File: config.mk
export PLATFORM = sky130hd
export DESIGN_NAME = instr_encoder_flat
export DESIGN_NICKNAME = d
export VERILOG_FILES = /design/src/rtl/instr_encoder_if.sv /design/src/rtl/instr_encoder.sv /design/src/flat_wrapper.sv
export SDC_FILE = /design/constraint.sdc
export NUM_CORES = 1
export LEC_CHECK = 0
export BUFFER_PORTS_ARGS = -buffer_cell sky130_fd_sc_hd__buf_2
export CAP_MARGIN = 40
export CORE_ASPECT_RATIO = 1.5
export CORE_MARGIN = 1
export CORE_UTILIZATION = 50
export CTS_CLUSTER_DIAMETER = 80
export DETAILED_ROUTE_END_ITERATION = 7
export GPL_ROUTABILITY_DRIVEN = 0
export PLACE_DENSITY = 0.83
export SYNTH_ARGS = -nofsm -noshare
export SYNTH_HDL_FRONTEND = slang
export SYNTH_SLANG_ARGS = --single-unit
File: constraint.sdc
create_clock -name clk -period 5.39 [get_ports clk]
set_clock_uncertainty 0.05 [all_clocks]
set_input_delay 0.539 -clock clk [delete_from_list [all_inputs] [get_ports clk]]
set_output_delay 0.539 -clock clk [all_outputs]
set_load 0.03 [all_outputs]
File: src/rtl/instr_encoder_if.sv
// rtl/instr_encoder_if.sv - request and instruction-memory write bundle for instr_encoder
interface instr_encoder_if #(
    parameter int ADDR_W = 10
) ();
    logic              req_valid;
    logic              req_ready;
    logic [3:0]        req_kind;
    logic [4:0]        req_rs;
    logic [4:0]        req_rt;
    logic [4:0]        req_rd;
    logic [15:0]       req_imm;
    logic [25:0]       req_target;
    logic              seal;
    logic              im_we;
    logic [ADDR_W-1:0] im_addr;
    logic [31:0]       im_wdata;
    logic [ADDR_W:0]   wr_count;
    logic              full;
    logic              done;
    logic              err_illegal;

    modport master (
        output req_valid, req_kind, req_rs, req_rt, req_rd, req_imm, req_target, seal,
        input  req_ready, im_we, im_addr, im_wdata, wr_count, full, done, err_illegal
    );

    modport slave (
        input  req_valid, req_kind, req_rs, req_rt, req_rd, req_imm, req_target, seal,
        output req_ready, im_we, im_addr, im_wdata, wr_count, full, done, err_illegal
    );
endinterface

File: src/rtl/instr_encoder.sv
// rtl/instr_encoder.sv - MIPS subset encoder writing sequential words into instruction memory
module instr_encoder #(
    parameter int ADDR_W = 10
) (
    input  logic                 clk,
    input  logic                 reset,
    instr_encoder_if.slave       bus
);
    typedef enum logic [1:0] {IDLE, TERM, DONE} state_t;

    localparam logic [31:0] TERM_WORD = 32'h1000FFFF;

    state_t            state;
    logic [ADDR_W-1:0] ptr;
    logic              legal;
    logic [31:0]       enc_word;

    assign bus.req_ready = (state == IDLE) && !bus.full;
    assign bus.full      = bus.wr_count[ADDR_W];
    assign bus.done      = (state == DONE);
    assign legal         = (bus.req_kind <= 4'd10);

    // Each format builds its word from scratch so unused request fields never leak.
    always_comb begin
        enc_word = 32'h0;
        case (bus.req_kind)
            4'd1:    enc_word = {6'b000000, bus.req_rs, bus.req_rt, bus.req_rd, 5'd0, 6'b100001};
            4'd2:    enc_word = {6'b000000, bus.req_rs, bus.req_rt, bus.req_rd, 5'd0, 6'b100011};
            4'd3:    enc_word = {6'b001101, bus.req_rs, bus.req_rt, bus.req_imm};
            4'd4:    enc_word = {6'b100011, bus.req_rs, bus.req_rt, bus.req_imm};
            4'd5:    enc_word = {6'b101011, bus.req_rs, bus.req_rt, bus.req_imm};
            4'd6:    enc_word = {6'b000100, bus.req_rs, bus.req_rt, bus.req_imm};
            4'd7:    enc_word = {6'b001111, 5'd0, bus.req_rt, bus.req_imm};
            4'd8:    enc_word = {6'b000010, bus.req_target};
            4'd9:    enc_word = {6'b000011, bus.req_target};
            4'd10:   enc_word = {6'b000000, bus.req_rs, 15'd0, 6'b001000};
            default: enc_word = 32'h0;
        endcase
    end

    always_ff @(posedge clk) begin
        if (reset) begin
            state           <= IDLE;
            ptr             <= '0;
            bus.im_we       <= 1'b0;
            bus.im_addr     <= '0;
            bus.im_wdata    <= 32'h0;
            bus.wr_count    <= '0;
            bus.err_illegal <= 1'b0;
        end else begin
            bus.im_we <= 1'b0;
            case (state)
                IDLE: begin
                    if (bus.req_valid && bus.req_ready) begin
                        if (legal) begin
                            bus.im_we    <= 1'b1;
                            bus.im_addr  <= ptr;
                            bus.im_wdata <= enc_word;
                            ptr          <= ptr + 1'b1;
                            bus.wr_count <= bus.wr_count + 1'b1;
                        end else begin
                            bus.err_illegal <= 1'b1;
                        end
                    end else if (!bus.req_valid && bus.seal) begin
                        state <= bus.full ? DONE : TERM;
                    end
                end
                TERM: begin
                    bus.im_we    <= 1'b1;
                    bus.im_addr  <= ptr;
                    bus.im_wdata <= TERM_WORD;
                    ptr          <= ptr + 1'b1;
                    bus.wr_count <= bus.wr_count + 1'b1;
                    state        <= DONE;
                end
                default: state <= DONE;
            endcase
        end
    end
endmodule

File: src/flat_wrapper.sv
// flat-port wrapper written by rule: the top's interface ports become plain ports
module instr_encoder_flat 
#(
    parameter int ADDR_W = 10
)
  (clk, reset, bus_req_valid, bus_req_kind, bus_req_rs, bus_req_rt, bus_req_rd, bus_req_imm, bus_req_target, bus_seal, bus_req_ready, bus_im_we, bus_im_addr, bus_im_wdata, bus_wr_count, bus_full, bus_done, bus_err_illegal);
  instr_encoder_if #(.ADDR_W(ADDR_W)) bus_i ();
  input  logic clk;
  input  logic reset;
  input wire logic [$bits(bus_i.req_valid)-1:0] bus_req_valid;
  input wire logic [$bits(bus_i.req_kind)-1:0] bus_req_kind;
  input wire logic [$bits(bus_i.req_rs)-1:0] bus_req_rs;
  input wire logic [$bits(bus_i.req_rt)-1:0] bus_req_rt;
  input wire logic [$bits(bus_i.req_rd)-1:0] bus_req_rd;
  input wire logic [$bits(bus_i.req_imm)-1:0] bus_req_imm;
  input wire logic [$bits(bus_i.req_target)-1:0] bus_req_target;
  input wire logic [$bits(bus_i.seal)-1:0] bus_seal;
  output wire logic [$bits(bus_i.req_ready)-1:0] bus_req_ready;
  output wire logic [$bits(bus_i.im_we)-1:0] bus_im_we;
  output wire logic [$bits(bus_i.im_addr)-1:0] bus_im_addr;
  output wire logic [$bits(bus_i.im_wdata)-1:0] bus_im_wdata;
  output wire logic [$bits(bus_i.wr_count)-1:0] bus_wr_count;
  output wire logic [$bits(bus_i.full)-1:0] bus_full;
  output wire logic [$bits(bus_i.done)-1:0] bus_done;
  output wire logic [$bits(bus_i.err_illegal)-1:0] bus_err_illegal;
  assign bus_i.req_valid = bus_req_valid;
  assign bus_i.req_kind = bus_req_kind;
  assign bus_i.req_rs = bus_req_rs;
  assign bus_i.req_rt = bus_req_rt;
  assign bus_i.req_rd = bus_req_rd;
  assign bus_i.req_imm = bus_req_imm;
  assign bus_i.req_target = bus_req_target;
  assign bus_i.seal = bus_seal;
  assign bus_req_ready = bus_i.req_ready;
  assign bus_im_we = bus_i.im_we;
  assign bus_im_addr = bus_i.im_addr;
  assign bus_im_wdata = bus_i.im_wdata;
  assign bus_wr_count = bus_i.wr_count;
  assign bus_full = bus_i.full;
  assign bus_done = bus_i.done;
  assign bus_err_illegal = bus_i.err_illegal;
  instr_encoder #(.ADDR_W(ADDR_W)) u_core (.clk(clk), .reset(reset), .bus(bus_i));
endmodule
# --- Word-level counts from Yosys, hierarchy flattened ---
# Index checks and enable logic that the tools add are counted.
totals:
  in_bits: 65
  regBits: 67
  word_cells: 62
op_classes:
  muxes: 20
  addsub: 2
  n_bitwise: 3
  reduce_logical: 12
  n_lt_le_gt_ge: 1
  n_eq_ne: 16
ops:
  columns: ["cell", "n"]
  rows:
  - ["$pmux W32 S10", 1]
  - ["$mux W32", 2]
  - ["$pmux W32 S2", 1]
  - ["$mux W10", 4]
  - ["$pmux W10 S2", 2]
  - ["$mux W11", 2]
  - ["$pmux W11 S2", 1]
  - ["$eq A4 B3 Y1 const B", 4]
  - ["$eq A4 B4 Y1 const B", 3]
  - ["$add A11 B1 Y11 const B", 1]
  - ["$add A10 B1 Y10 const B", 1]
  - ["$eq A4 B2 Y1 const B", 2]
  - ["$mux W2", 4]
  - ["$ne A2 B2 Y1 const B", 3]
  - ["$reduce_and A3 Y1", 2]
  - ["$eq A4 B1 Y1 const B", 1]
  - ["$le A4 B4 Y1 const B", 1]
  - ["$reduce_and A2 Y1", 2]
  - ["$logic_and A1 B1 Y1", 3]
  - ["$not A1 Y1", 3]
  - ["$eq A2 B1 Y1 const B", 1]
  - ["$eq A2 B2 Y1 const B", 1]
  - ["$logic_not A1 Y1", 2]
  - ["$logic_not A2 Y1", 1]
  - ["5 further kinds", 6]

# --- Longest topological paths before layout ---
# Gate-level depths: netlist of the first run.
depth:
  ltp_word: 5
  depth_mapped: 8

# --- Least setup slack after synthesis of the first run ---
# No wires, ideal clock.
synth_path:
  path_kind: "register to register"
  startpoint: "reg u_core.bus.wr_count[10]"
  endpoint: "reg u_core.bus.wr_count[10]"
  arrival_time_ps: 1821
  n_path_buf: 1
  path_stages_with_launch: 6
  setup_ps: 123
  path_slack_ps: 3396
  cell_sequence: "dfxtp_1 > nor4b_4 > o221ai_2 > buf_6 > nor4_1 > mux2_1"
synth_between:
  elab_chain_cells: 5
  elab_cells_between_ends: 9
  classes_between: "1 x add/sub; 1 x eq/ne; 3 x mux; 4 x reduce/logical"
synth_rtl:
  columns: ["element", "line", "rtl"]
  rows:
  - ["from (decl)", "instr_encoder_if.sv:29", "output req_ready, im_we, im_addr, im_wdata, wr_count, full, done, err_illegal"]
  - ["from (signal assigned)", "instr_encoder.sv:60", "bus.wr_count <= bus.wr_count + 1'b1;"]
  - ["from (signal assigned)", "instr_encoder.sv:73", "bus.wr_count <= bus.wr_count + 1'b1;"]
  - ["branches (longest 5 deep; another with $add A11 B1 Y11)", null, null]
# Several ways; the timed one is not identified. The select of a mux whose other input is x is not followed.
# A chain may end at the register's enable or synchronous reset.

# --- Final worst setup path of the first run ---
layout_path:
  startpoint: "reg u_core.state[0]"
  endpoint: "reg u_core.bus.im_wdata[25]"
layout_between:
  elab_chain_cells: 5
  elab_cells_between_ends: 9
  classes_between: "3 x eq/ne; 1 x mux; 5 x reduce/logical"
layout_rtl:
  columns: ["element", "line", "rtl"]
  rows:
  - ["from (decl)", "instr_encoder.sv:13", "state_t state;"]
  - ["from (signal assigned)", "instr_encoder.sv:65", "state <= bus.full ? DONE : TERM;"]
  - ["$logic_not A2 Y1", "instr_encoder.sv:18, instr_encoder.sv:52", null]
  - ["$logic_and A1 B1 Y1", "instr_encoder.sv:18", "assign bus.req_ready = (state == IDLE) && !bus.full;"]
  - ["$logic_and A1 B1 Y1", "instr_encoder.sv:54", "if (bus.req_valid && bus.req_ready) begin"]
  - ["$ne A2 B2 Y1 (no source line)", null, null]
  - ["$reduce_and A3 Y1 (no source line)", null, null]
  - ["to (signal assigned)", "instr_encoder.sv:58", "bus.im_wdata <= enc_word;"]
  - ["to (decl)", "instr_encoder_if.sv:29", null]
# Several ways; a longest one is shown, not always the timed one.

==> reports/qor.txt, run 1 <==
Relative slew slack = 46.8%
Hold EP = u_core.state[0]$_SDFFE_PP0P_
Post-synthesis adder-cell area fraction = 0.842%
Slew @ Worst Pin = 0.793 ns
PostCTS Resize Cnt = 0
CTS clk-pin slew, worst paths = 0.07 ns
Post-Syn Instances = 349
Worst hold start = bus_req_valid
Die Height = 96.4 µm
Top Metal Used = met4
Leakage = 1.59 nW
Routed via count = 2986
Fillers = 504
Compound-cell area share of the yosys netlist = 24.4%
Worst hold path depth = 2
Hold crit path type = primary input to flop
Post-Layout Cell Count = 534
Xor/xnor cell area share of the yosys netlist = 1.18%
Syn. warnings = 0
Crit Reg-Reg Startpoint = u_core.state[0]$_SDFFE_PP0P_
CP required = 5.56 ns
Startpoint class of the critical path = flop
Hold-fix buffers, CTS = 0
R2R cell count = 4
H-tree depth = 3
Antenna viol nets, final = 0
# nets final = 524
Post-synthesis sequential area ratio = 44.5%
Status = completed
Setup-failing EPs final = 0
Synth Area in Simple Gates = 22.1%
Clock buffer depth = 2
Synth unique cells = 45
Synthesized Nets = 416
Worst Hold Slack = 0.345 ns
Tcrit/Tclk final = 44.8%
Pwr Density = 305 mW/mm²
Post-CTS Setup Inserts = 0
Mux cell area share after synthesis = 1.14%
Reg2reg setup slack = 2.97 ns
Synthesized flop and latch total = 66
Number of remaining DRC errors = 0
Met3 WL = 478 µm
Synthesized area = 0.00297 mm²
Reg-to-Reg End = u_core.bus.im_wdata[25]$_SDFFE_PP0P_
Antenna violations before repair = 0
Routed met1 length = 2890 µm
Met2 WL = 3830 µm
Clock latency at the later pin of the worst-skew pair = 0.34 ns
Detailed Place HPWL = 5210 µm
CTS root buf = clkbuf_8
Avg Cell Area, Syn = 8.51 µm²
Placed cells = 518
Cell Area, Placed = 0.00356 mm²
Max-Cap Viols = 0
Num rows = 34
RSZ-0062 raised after global routing = no
Clk sink count = 66
Fmax = 414 MHz
Wire per inst = 13.7 µm
Crit path arrival time = 2.59 ns
Fraction of registers with async set/reset = 0%
Pre-CTS setup slack = 2.82 ns
CP Class = flop to flop
EDFF count, synth = 0
Vias in the first global route = 2607
Peak supply drop = 0.000204 V
Vias per inst = 5.59
Pins Over Slew Limit = 0
TritonCTS Buffers = 9
CTS tree = done
WL final = 7300 µm
Die Area = 0.00626 mm²
Fin worst setup slack = 2.97 ns
Tmin final = 2.42 ns
TNS Setup = 0 ns
Die W = 64.9 µm
Antenna diodes = 0
DRT Pass-1 Iters = 4
GRT Resource Usage Total = 24.7%
Largest family of logic cells by synthesized area = compound AO/OA/AOI/OAI gates
Fraction of layout cells with a size suffix above 1 = 31.4%
Total power = 1.15 mW
Final core utilization = 64.9%
Design area = 0.00376 mm²
Ports = 123
Largest net degree at the start of global routing = 62
Congestion Overflow GR = 0
Main synth FF type = dfxtp_1
Area growth from synthesis to layout = 26.4%
Core area = 0.00579 mm²
First-pass GRT wire length = 11700 µm
Max Fanout on Critical Path = 33
Final Hold Vio Count = 0
IO Port Bufs = 121
Starting density of the core = 51.4%
Worst setup startpoint = u_core.state[0]$_SDFFE_PP0P_
DRT iter0 DRCs = 195
Setup crit end kind = flop
## report_power, final
| group | switching [mW] | internal [mW] | total, mW | leakage, nW |
|---|---|---|---|---|
| registers | 0.0166 | 0.512 | 0.528 | 0.537 |
| clock network | 0.179 | 0.239 | 0.418 | 0.101 |
| logic | 0.131 | 0.0687 | 0.200 | 0.953 |
## critical path, cell delays in order, from the launching register on
cell       delay, ns
dfxtp_1         0.41
nor4b_4         0.54
o221a_2         0.74
nor2_1          0.33
o2bb2ai_1       0.21
## flip-flops by register name, indices dropped and copies added (netlist names)
signal and count:
u_core.bus.im_addr 10, u_core.ptr 10, u_core.bus.wr_count 11, u_core.bus.im_wdata 31, u_core.bus.err_illegal 1, u_core.state 2, u_core.bus.im_we 1
## area by class of cell
| class | count | area (µm²) | share of cell area, % |
|---|---|---|---|
| clock buffer | 14 | 163 | 4.33 |
| clock inverter | 2 | 35.0 | 0.933 |
| inverter | 8 | 30.0 | 0.799 |
| multi-input combinational | 247 | 1480 | 39.5 |
| sequential | 66 | 1320 | 35.2 |
| tap | 72 | 90.1 | 2.40 |
| timing repair buffer | 125 | 633 | 16.9 |
## synth_stat cells (3+ instances only)
master	count	area share, %
buf_1	3	0.38
a211oi_1	5	1.3
o31ai_1	9	2.3
a21oi_1	34	5.7
dfxtp_1	66	44
nor2_1	42	5.3
nor3_1	16	2.7
buf_2	5	0.84
nand4_1	4	0.84
nand3b_1	3	0.76
or3_1	7	1.5
a221oi_1	11	3.2
o21ai_0	13	2.2
a22oi_1	15	3.8
clkbuf_1	15	1.9
buf_6	3	1.1
mux2_1	3	1.1
nor2b_1	6	1.3
nand2_1	28	3.5
o2bb2ai_1	11	3.2
xnor2_1	4	1.2
inv_1	8	1.0
nand3_1	6	1.0
or4_1	7	1.8
## layer usage
metal  global-route usage [%]  vias to the layer above
met5                        0                        -
met4                     10.6                        0
li1                         -                     1489
met2                     44.2                      112
met1                     27.3                     1377
met3                     6.57                        8
## layout by cell type (no fill, tap or decap), types with 2 or more instances in the layout
cell / instances
nand4_1: 4
a21oi_1: 34
a22oi_1: 15
mux2_1: 3
nor4_1: 2
nor2b_1: 6
nand3b_1: 3
or3_1: 7
nor3_1: 16
or4_1: 7
buf_4: 3
nand3_1: 6
dfxtp_1: 66
ha_1: 2
nor2_1: 42
inv_1: 8
xnor2_1: 4
clkbuf_1: 3
o21ai_0: 13
clkbuf_8: 11
nand2_1: 28
buf_2: 122
a211oi_1: 5
o31ai_1: 9
o2bb2ai_1: 11
a221oi_1: 11
## cells by family (layout without fill, tap and decap cells)
logic type / Yosys count / in the layout
buffers and inverters: 36 / 149
other: 1 / 1
AND/OR/NAND/NOR: 130 / 130
flip-flops: 66 / 66
AO/OA/AOI/OAI: 107 / 107
multiplexers: 3 / 3
adder cells (fa/ha/maj): 2 / 2
XOR/XNOR: 4 / 4
## how the worst max path moves through the flow
stage                                                       to  slack (ns)  cells after the start
final                     u_core.bus.im_wdata[25]$_SDFFE_PP0P_        2.97                      4
after global routing      u_core.bus.im_wdata[25]$_SDFFE_PP0P_        2.78                      4
after CTS                 u_core.bus.im_wdata[25]$_SDFFE_PP0P_        2.96                      4
after detailed placement  u_core.bus.im_wdata[25]$_SDFFE_PP0P_        2.82                      5
after global placement    u_core.bus.im_wdata[24]$_SDFFE_PP0P_        2.85                      5
after floorplan           u_core.bus.wr_count[10]$_SDFFE_PP0P_        3.40                      5
(Power assumes the default switching activity.)
==> run 2, diff against run 1 <==
CORE_UTILIZATION = 43   (was 50)
PLACE_DENSITY = 0.76   (was 0.83)
clock period = 2.2 ns   (was 5.39 ns; I/O delays follow)
==> run 2 against run 1 <==
  * First-iteration DRC count fell by 13%
  * Power rose by 130%
  * Non-clock buffer count rose by 9
  * Clock-buffer cell count is 1 lower
  * Critical path depth up 1
  * Sequential share of layout area fell by 0.38 points
  * Fmax is 24% higher
  * Critical endpoint is now u_core.ptr[5]$_SDFFE_PP0P_
  * Largest cell class unchanged
==> reports/qor.txt, run 2 (synthesis gave the netlist of run 1 again) <==
DRT Pass-1 Iters = 4
Placed cells = 531
Antenna viol nets, final = 0
Fraction of layout cells with a size suffix above 1 = 32.7%
Clk sink count = 66
Crit-path leading delay family = simple AND/OR/NAND/NOR gates
Relative slew slack = 53.4%
Antenna diodes = 0
Ports = 123
Post-CTS Setup Inserts = 0
Largest register FFs = 31
Num rows = 36
Pwr Density = 704 mW/mm²
Worst stage delay on the critical path = 0.40 ns
GRT Resource Usage Total = 21.6%
CP required = 2.37 ns
Combinational share of power = 19.2%
Die W = 69.9 µm
DRT iter0 DRCs = 170
Clock buffer depth = 2
CP Class = flop to flop
Reg power frac = 48.4%
Die Height = 104 µm
CP bufs+invs = 1
Die Area = 0.00725 mm²
Tcrit/Tclk final = 88.8%
Final core utilization = 57.7%
CP cell instances = nor4b_4 -> o221ai_2 -> buf_4 -> or3_1 -> mux2_1
Vias in the first global route = 2820
Fmax = 512 MHz
Leakage = 1.62 nW
Worst setup startpoint = u_core.state[0]$_SDFFE_PP0P_
IO Port Bufs = 121
Biggest regs = u_core.bus.im_wdata x31, u_core.bus.wr_count x11
CTS root buf = clkbuf_8
Worst Hold Slack = 0.0419 ns
Congestion Overflow GR = 0
RSZ-0062 raised after global routing = no
Highest-delay cell along the critical path = dfxtp_1
Vias per inst = 5.54
Max-Cap Viols = 0
Setup crit end kind = flop
Largest net degree at the start of global routing = 28
Status = completed
Routed via count = 3033
Tmin final = 1.95 ns
Core area = 0.00658 mm²
Antenna violations before repair = 0
Slew @ Worst Pin = 0.697 ns
Crit Reg-Reg Startpoint = u_core.state[0]$_SDFFE_PP0P_
Setup-failing EPs final = 0
Startpoint class of the critical path = flop
Commonest non-fill, non-tap cells in the layout = buf_2, dfxtp_1, nor2_1
Max Fanout on Critical Path = 20
Number of remaining DRC errors = 0
Clock latency at the later pin of the worst-skew pair = 0.34 ns
Hold-fix buffers, CTS = 0
Crit path arrival time = 2.13 ns
H-tree depth = 3
Internal power = 1.87 mW
CTS clk-pin slew, worst paths = 0.06 ns
TNS Setup = 0 ns
Final Hold Vio Count = 0
Most flops, register = u_core.bus.im_wdata
Sw Share = 29.9%
Pins Over Slew Limit = 0
Post-Layout Cell Count = 547
Commonest non-fill, non-tap cell in the layout = buf_2
Worst hold start = bus_req_valid
Hold crit path type = primary input to flop
TritonCTS Buffers = 9
Power share of the clock group = 32.4%
PostCTS Resize Cnt = 0
Wire per inst = 13.9 µm
Fillers = 601
First-pass GRT wire length = 12600 µm
Area growth from synthesis to layout = 27.8%
Detailed Place HPWL = 5760 µm
CTS tree = done
Peak supply drop = 0.000483 V
# nets final = 533
WL final = 7620 µm
Starting density of the core = 45.2%
Psw = 798 µW
run 2: area by class of cell:
type / instances / area (µm²) / share of cell area [%]
Sequential cell: 66 / 1320 / 34.8
Clock buffer: 13 / 149 / 3.92
Multi-Input combinational cell: 247 / 1480 / 39.1
Tap cell: 76 / 95.1 / 2.50
Clock inverter: 3 / 15.0 / 0.395
Timing Repair Buffer: 134 / 703 / 18.5
Inverter: 8 / 30.0 / 0.791
run 2: routing by layer:
metal	up-vias	track usage (%)	share of wire, %
met1	1394	23.2	39
met4	0	9.71	1.7
met5	-	0	0
met3	12	4.47	5.9
met2	108	39.8	54
li1	1519	-	-
run 2: final timing paths:
| path | to | slack (ns) | depth (start not counted) |
|---|---|---|---|
| max reg2reg | u_core.ptr[5]$_SDFFE_PP0P_ | 0.25 | 5 |
| min reg2reg | u_core.bus.im_addr[4]$_SDFFE_PP0P_ | 0.40 | 2 |
| max | u_core.ptr[5]$_SDFFE_PP0P_ | 0.25 | 5 |
| min | u_core.state[0]$_SDFFE_PP0P_ | 0.04 | 2 |
run 2: power groups by stage:
stage / Combinational (mW) / Sequential, mW / Clock [mW]
floorplan: 0.244 / 1.42 / 0
global placement: 0.507 / 1.32 / 0
detailed placement: 0.516 / 1.32 / 0
CTS: 0.517 / 1.29 / 0.889
global route: 0.565 / 1.30 / 0.934
finish: 0.514 / 1.29 / 0.866
run 2: through the flow:
stage	power [mW]	instance area (µm²)	setup WS, ns
after CTS	2.70	3800	0.247
after floorplan	1.66	2970	0.206
after detailed placement	1.84	3630	0.253
after global placement	1.82	3630	0.286
after global routing	2.80	3800	0.121
final	2.67	3800	0.246
